$ cat src/rtl/instr_decoder_alu_stage.sv
// Registered decode stage for RISC-V OP / OP-IMM instructions.
// A two-entry skid buffer (main + skid) keeps in_ready registered.
// Optional: define DECODER_ILLEGAL_HOLD_EN to make an illegal entry stall in
// the main register until flush. It is then neither drained nor counted.
module instr_decoder_alu_stage #(
  parameter int unsigned XLEN     = 32,
  parameter int unsigned ALU_OP_W = 4,
  parameter int unsigned CNT_W    = 16
) (
  input  logic                clk,
  input  logic                rst_n,
  input  logic                flush,
  input  logic                in_valid,
  output logic                in_ready,
  input  logic [31:0]         in_instr,
  input  logic [XLEN-1:0]     in_pc,
  output logic                out_valid,
  input  logic                out_ready,
  output logic [XLEN-1:0]     out_pc,
  output logic [ALU_OP_W-1:0] out_alu_op,
  output logic [4:0]          out_rd,
  output logic [4:0]          out_rs1,
  output logic [4:0]          out_rs2,
  output logic [XLEN-1:0]     out_imm,
  output logic                out_use_imm,
  output logic                out_illegal,
  output logic [CNT_W-1:0]    decode_count
);

  localparam logic [6:0] OPC_OP    = 7'b0110011;
  localparam logic [6:0] OPC_OPIMM = 7'b0010011;

  localparam logic [ALU_OP_W-1:0] ALU_NOP  = ALU_OP_W'(0);
  localparam logic [ALU_OP_W-1:0] ALU_ADD  = ALU_OP_W'(1);
  localparam logic [ALU_OP_W-1:0] ALU_SUB  = ALU_OP_W'(2);
  localparam logic [ALU_OP_W-1:0] ALU_SLL  = ALU_OP_W'(3);
  localparam logic [ALU_OP_W-1:0] ALU_SLT  = ALU_OP_W'(4);
  localparam logic [ALU_OP_W-1:0] ALU_SLTU = ALU_OP_W'(5);
  localparam logic [ALU_OP_W-1:0] ALU_XOR  = ALU_OP_W'(6);
  localparam logic [ALU_OP_W-1:0] ALU_SRL  = ALU_OP_W'(7);
  localparam logic [ALU_OP_W-1:0] ALU_SRA  = ALU_OP_W'(8);
  localparam logic [ALU_OP_W-1:0] ALU_OR   = ALU_OP_W'(9);
  localparam logic [ALU_OP_W-1:0] ALU_AND  = ALU_OP_W'(10);

  typedef struct packed {
    logic [XLEN-1:0]     pc;
    logic [ALU_OP_W-1:0] alu_op;
    logic [4:0]          rd;
    logic [4:0]          rs1;
    logic [4:0]          rs2;
    logic [XLEN-1:0]     imm;
    logic                use_imm;
    logic                illegal;
  } entry_t;

  entry_t           main_q, main_d, skid_q, skid_d, dec;
  logic             main_valid, main_valid_d, skid_valid, skid_valid_d;
  logic             in_ready_d, accept, drain;
  logic [CNT_W-1:0] count_d;

  // Decode one instruction word into a buffer entry
  function automatic entry_t decode(input logic [31:0] instr, input logic [XLEN-1:0] pc);
    entry_t              e;
    logic [2:0]          f3;
    logic [6:0]          f7;
    logic [ALU_OP_W-1:0] op;
    logic                legal;
    logic                shamt_ok;
    e        = '0;
    e.pc     = pc;
    e.rd     = instr[11:7];
    e.rs1    = instr[19:15];
    e.rs2    = instr[24:20];
    f3       = instr[14:12];
    f7       = instr[31:25];
    legal    = 1'b0;
    // Bit 25 belongs to the shift amount only on a 64-bit datapath
    shamt_ok = (XLEN == 64) || !instr[25];
    case (f3)
      3'b000:  op = ALU_ADD;
      3'b001:  op = ALU_SLL;
      3'b010:  op = ALU_SLT;
      3'b011:  op = ALU_SLTU;
      3'b100:  op = ALU_XOR;
      3'b101:  op = ALU_SRL;
      3'b110:  op = ALU_OR;
      default: op = ALU_AND;
    endcase
    case (instr[6:0])
      OPC_OP: begin
        if (f7 == 7'b0000000) begin
          legal = 1'b1;
        end else if (f7 == 7'b0100000 && (f3 == 3'b000 || f3 == 3'b101)) begin
          legal = 1'b1;
          op    = (f3 == 3'b000) ? ALU_SUB : ALU_SRA;
        end
      end
      OPC_OPIMM: begin
        e.rs2     = 5'd0;
        e.use_imm = 1'b1;
        e.imm     = XLEN'($signed(instr[31:20]));
        legal     = 1'b1;
        if (f3 == 3'b001 || f3 == 3'b101) begin
          e.imm = (XLEN == 64) ? XLEN'(instr[25:20]) : XLEN'(instr[24:20]);
          if (f3 == 3'b001) begin
            legal = (instr[31:26] == 6'b000000) && shamt_ok;
          end else if (instr[31:26] == 6'b000000) begin
            legal = shamt_ok;
          end else if (instr[31:26] == 6'b010000) begin
            op    = ALU_SRA;
            legal = shamt_ok;
          end else begin
            legal = 1'b0;
          end
        end
      end
      default: legal = 1'b0;
    endcase
    if (legal) begin
      e.alu_op = op;
    end else begin
      e.alu_op  = ALU_NOP;
      e.use_imm = 1'b0;
      e.imm     = '0;
      e.rs2     = instr[24:20];
      e.illegal = 1'b1;
    end
    return e;
  endfunction

  // Next-state for the skid buffer, ready and counter
  always_comb begin
    main_d       = main_q;
    skid_d       = skid_q;
    main_valid_d = main_valid;
    skid_valid_d = skid_valid;
    dec          = decode(in_instr, in_pc);
    accept       = in_valid && in_ready && !flush;
`ifdef DECODER_ILLEGAL_HOLD_EN
    drain        = main_valid && out_ready && !main_q.illegal;
`else
    drain        = main_valid && out_ready;
`endif
    if (flush) begin
      main_valid_d = 1'b0;
      skid_valid_d = 1'b0;
    end else if (!main_valid || drain) begin
      if (skid_valid) begin
        main_d       = skid_q;
        main_valid_d = 1'b1;
        skid_valid_d = 1'b0;
      end else if (accept) begin
        main_d       = dec;
        main_valid_d = 1'b1;
      end else begin
        main_valid_d = 1'b0;
      end
    end else if (accept) begin
      skid_d       = dec;
      skid_valid_d = 1'b1;
    end
    in_ready_d = !skid_valid_d;
    count_d    = drain ? decode_count + CNT_W'(1) : decode_count;
  end

  // State registers with synchronous active-low reset
  always_ff @(posedge clk) begin
    if (!rst_n) begin
      main_q       <= '0;
      skid_q       <= '0;
      main_valid   <= 1'b0;
      skid_valid   <= 1'b0;
      in_ready     <= 1'b1;
      decode_count <= '0;
    end else begin
      main_q       <= main_d;
      skid_q       <= skid_d;
      main_valid   <= main_valid_d;
      skid_valid   <= skid_valid_d;
      in_ready     <= in_ready_d;
      decode_count <= count_d;
    end
  end

  assign out_valid   = main_valid;
  assign out_pc      = main_q.pc;
  assign out_alu_op  = main_q.alu_op;
  assign out_rd      = main_q.rd;
  assign out_rs1     = main_q.rs1;
  assign out_rs2     = main_q.rs2;
  assign out_imm     = main_q.imm;
  assign out_use_imm = main_q.use_imm;
  assign out_illegal = main_q.illegal;

endmodule

$ cat config.mk
export PLATFORM = sky130hd
export DESIGN_NAME = instr_decoder_alu_stage
export DESIGN_NICKNAME = d
export VERILOG_FILES = /design/src/rtl/instr_decoder_alu_stage.sv
export SDC_FILE = /design/constraint.sdc
export NUM_CORES = 1
export LEC_CHECK = 0
export CORE_MARGIN = 5
export CORE_UTILIZATION = 46
export DETAILED_ROUTE_END_ITERATION = 16
export GPL_TIMING_DRIVEN = 0
export PLACE_DENSITY = 0.76
export SYNTH_ARGS = -nofsm -noshare
export SYNTH_HDL_FRONTEND = slang
export SYNTH_SLANG_ARGS = --single-unit
$ cat constraint.sdc
create_clock -name clk -period 2.7 [get_ports clk]
set_input_delay 0.27 -clock clk [delete_from_list [all_inputs] [get_ports clk]]
set_output_delay 0.27 -clock clk [all_outputs]
set_load 0.02 [all_outputs]
==> impl_metrics.csv <==
group,metric,value,unit
clock_tree,cts_buffer_depth,2,
timing,rsz0062_at_grt,"false",
synthesis,syn_area_per_cell,8.95,sq um
synthesis,synthCells,732,
clock_tree,hold_buffers,0,
outcome,status,"finished clean",
power_and_ir_drop,intPower,4110,uW
setup_path,cp_slowest_cell,"clkdlybuf4s50_1",
cells_and_area,multi_input_area,0.00318,sq mm
setup_path,path_max_fanout,10,
setup_path,r2r_slack,0.31,ns
global_route,grt_first_pass_wirelength,29200,microns
route,ant_nets,0,
timing,finalSetupViolCount,0,
cells_and_area,fillers,1178,
global_route,grt.total_usage,21.8,%
clock_tree,path_clk_slew,0.06,ns
synthesis,ys_ff_latch,149,
route,num_vias,5976,
place,place_area,0.00847,sq mm
setup_path,rr_startpoint,"skid_valid$_SDFF_PN0_",
cells_and_area,final-seq-area,0.00298,sq mm
cells_and_area,design_area,0.00909,sq mm
floorplan,rows,43,
setup_path,max_stage_delay,0.55,ns
setup_path,cp_common_cell,"clkbuf_1",
route,dr.first_iter.drc_count,574,
setup_path,r2r_end,"out_rs2[2]$_SDFFE_PN0P_",
timing,maxSlewViolCount,0,
place,place_ws,-0.156,ns
setup_path,end_kind,"flop",
synthesis,seq_area_frac_synth,45.5,%
power_and_ir_drop,seq_power_share,42.4,%
timing,clock.fmax,403,MHz
synthesis,synth-edff-count,0,
setup_path,crit_required,3.03,ns
floorplan,die_area,0.0167,sq mm
cells_and_area,finalNonFillerCells,1113,
setup_path,crit_end,"skid_q[35]$_SDFFE_PN0P_",
synthesis,yosysWarnings,0,
clock_tree,clock_latency,0.42,ns
cells_and_area,area_growth,38.7,%
synthesis,async_reset_ff_share,0,%
cells_and_area,antenna_cells,0,
cells_and_area,finalNetCount,990,
place,io_buffers,169,
route,viasPerCell,5.37,
route,drc,0,
synthesis,synth.mux.area_fraction,6.59,%
clock_tree,root_buffer,"clkbuf_16",
route,avgRoutedWirePerCell,16.2,microns
setup_path,reg2reg_depth,7,
power_and_ir_drop,p_per_area,601,mW/mm^2
synthesis,synth_top_family_by_area,"compound AO/OA/AOI/OAI gates",
flow_run,maxCapViolCount,0,
place,post-dp-hpwl,13000,microns
floorplan,io_pins,172,
setup_path,arrival,2.82,ns
clock_tree,htree_levels,4,
route,drt_wl_total,18000,microns
place,gp_congestion,0.829,
hold_path,whs_path_depth,3,
clock_tree,cts_buffers,17,
timing,layout_min_cycle_time,2.48,ns
place,placedCellCount,1081,
global_route,grt_pass1_vias,5730,
timing,worst-slew-pin-transition,0.782,ns
synthesis,yosys.area_share.xor_xnor,1.74,%
power_and_ir_drop,leakage,0.00353,uW
power_and_ir_drop,swShare,24.7,%
floorplan,dieHeight,129,microns
hold_path,holdCritPathClass,"in2reg",
synthesis,synthAdderAreaFrac,0.191,%
synthesis,synth_cell_type_count,46,
setup_path,crit_path_start_kind,"input pin",
route,firstDrtPassIters,5,
timing,period_share,91.9,%
hold_path,hold_start,"rst_n",
setup_path,crit_chain,"clkdlybuf4s50_1 > nand2b_1 > or3_1 > clkbuf_1 > buf_1 > clkbuf_1 > nand3_1 > o21ai_0",
floorplan,floorplan.initialDensity,47.0,%
synthesis,synth_fp_nets,802,
timing,whs,0.310,ns
synthesis,yosys.area_share.simple,19.8,%
floorplan,coreArea,0.0139,sq mm
timing,hold_viol,0,
setup_path,path_class,"in2reg",
global_route,grt_overflow,0,
power_and_ir_drop,p_comb_share,12.7,%
clock_tree,clkSinkCount,149,
cells_and_area,drive_gt1_share,6.54,%
timing,relSlewSlack,47.8,%
power_and_ir_drop,peakVddDrop,499,uV
clock_tree,cts_setup_buffers,0,
floorplan,die_w,129,microns
power_and_ir_drop,clock_power_share,44.9,%
synthesis,synth-main-ff-cell,"dfxtp_1",
timing,setup_tns,0,ns
timing,fin_skew,0.00727,ns
power_and_ir_drop,power_switching,1350,uW
global_route,grt_max_degree,23,
synthesis,synth_area,0.00656,sq mm
clock_tree,cts_tree,"yes",
synthesis,synth_compound_area_share,20.3,%
setup_path,startpoint,"out_ready",
global_route,grt_antenna_before_repair,0,
timing,worst_slack,0.217,ns
timing repair:
action | in CTS | in global routing
hold endpoints to repair | 0 | 0
resized for setup | 0 | 2
endpoints found under the setup margin | 0 | 4
cell type report:
cell class	instances	share of cell area [%]
timing repair buffer	169	18.6
multi-input combinational	499	35.0
buffer	78	4.07
clock inverter	14	1.94
inverter	6	0.248
clock buffer	18	4.83
sequential	149	32.8
tap	180	2.48
metal layers:
layer | share of wire, % | vias to the layer above | track usage (%)
li1 | - | 2922 | -
met1 | 44 | 2827 | 28.5
met2 | 47 | 200 | 34.7
met3 | 8.1 | 27 | 7.09
met4 | 1.5 | 0 | 6.30
met5 | 0 | - | 0
cells in the mapped netlist (2+ instances only):
master	count	area [sq um]
dfxtp_1	149	2980
nand2_1	146	548
clkbuf_1	48	180
a21boi_0	47	353
o211a_1	44	440
mux2i_1	42	420
a21oi_1	27	135
o21ai_0	25	125
nand3_1	21	105
buf_4	20	150
nor2b_1	19	119
nand3b_1	14	105
and2_1	12	75.1
nor2_1	10	37.5
buf_1	9	33.8
xnor2_1	9	78.8
nor3b_1	8	60.1
or3_1	8	50.1
a221oi_1	7	61.3
a22oi_1	7	52.6
nor3_1	7	35.0
inv_1	6	22.5
nand4_1	6	37.5
o21ai_1	5	25.0
o211ai_1	4	30.0
xor2_1	4	35.0
nand2b_1	3	18.8
and3_1	2	12.5
nor4_1	2	12.5
nor4_2	2	25.0
nor4b_1	2	17.5
o221ai_1	2	17.5
o31a_1	2	17.5
kinds of logic (layout without fill, tap and decap cells):
| group | Yosys count | in the layout |
|---|---|---|
| mux | 43 | 43 |
| flops | 149 | 149 |
| fa+ha+maj | 1 | 1 |
| compound gates | 176 | 176 |
| xor+xnor | 13 | 13 |
| buf+inv | 84 | 285 |
| simple gates | 266 | 266 |
state kept, by name, indices dropped and copies added (netlist names):
signal	flops
in_ready	1
out_imm	12
out_rd	5
out_use_imm	1
skid_q	65
decode_count	16
out_rs1	5
out_illegal	1
out_valid	1
out_pc	32
skid_valid	1
out_rs2	5
out_alu_op	4
power by group through the flow:
stage	Combinational, uW	Clock [uW]	Sequential (uW)
floorplan	258	0	2440
global placement	690	0	2360
detailed placement	693	0	2370
CTS	698	2480	2320
global route	747	2580	2330
finish	694	2450	2320
stage by stage:
step	util, %	power, uW
3_5_place_dp	60.8	3060
2_1_floorplan	-	2700
6_report	65.2	5460
4_1_cts	65.2	5490
5_1_grt	65.2	5660
3_3_place_gp	60.8	3050
how the worst min path moves through the flow:
| stage | end | slack, ns |
|---|---|---|
| after floorplan | skid_q[73]$_SDFFE_PN0P_ | 0.41 |
| after global placement | skid_q[50]$_SDFFE_PN0P_ | 0.45 |
| after detailed placement | skid_q[50]$_SDFFE_PN0P_ | 0.45 |
| after CTS | out_valid$_SDFFE_PP0P_ | 0.29 |
| after global routing | out_valid$_SDFFE_PP0P_ | 0.34 |
| final | out_valid$_SDFFE_PP0P_ | 0.31 |
worst max-delay path: cells and delay by family:
family                 cells  cell delay, ns
buffers and inverters      4            1.92
AO/OA/AOI/OAI              1            0.10
AND/OR/NAND/NOR            3            0.51
cells in the final DEF (no fill, tap or decap), types with 19 or more instances in the layout:
cell type        instances
clkdlybuf4s50_1        169
mux2i_1                 42
nand2_1                146
clkbuf_1                47
dfxtp_1                149
nor2b_1                 19
o211a_1                 44
nand3_1                 21
buf_4                   20
o21ai_0                 25
a21boi_0                47
a21oi_1                 27
(Power assumes the default switching activity.)
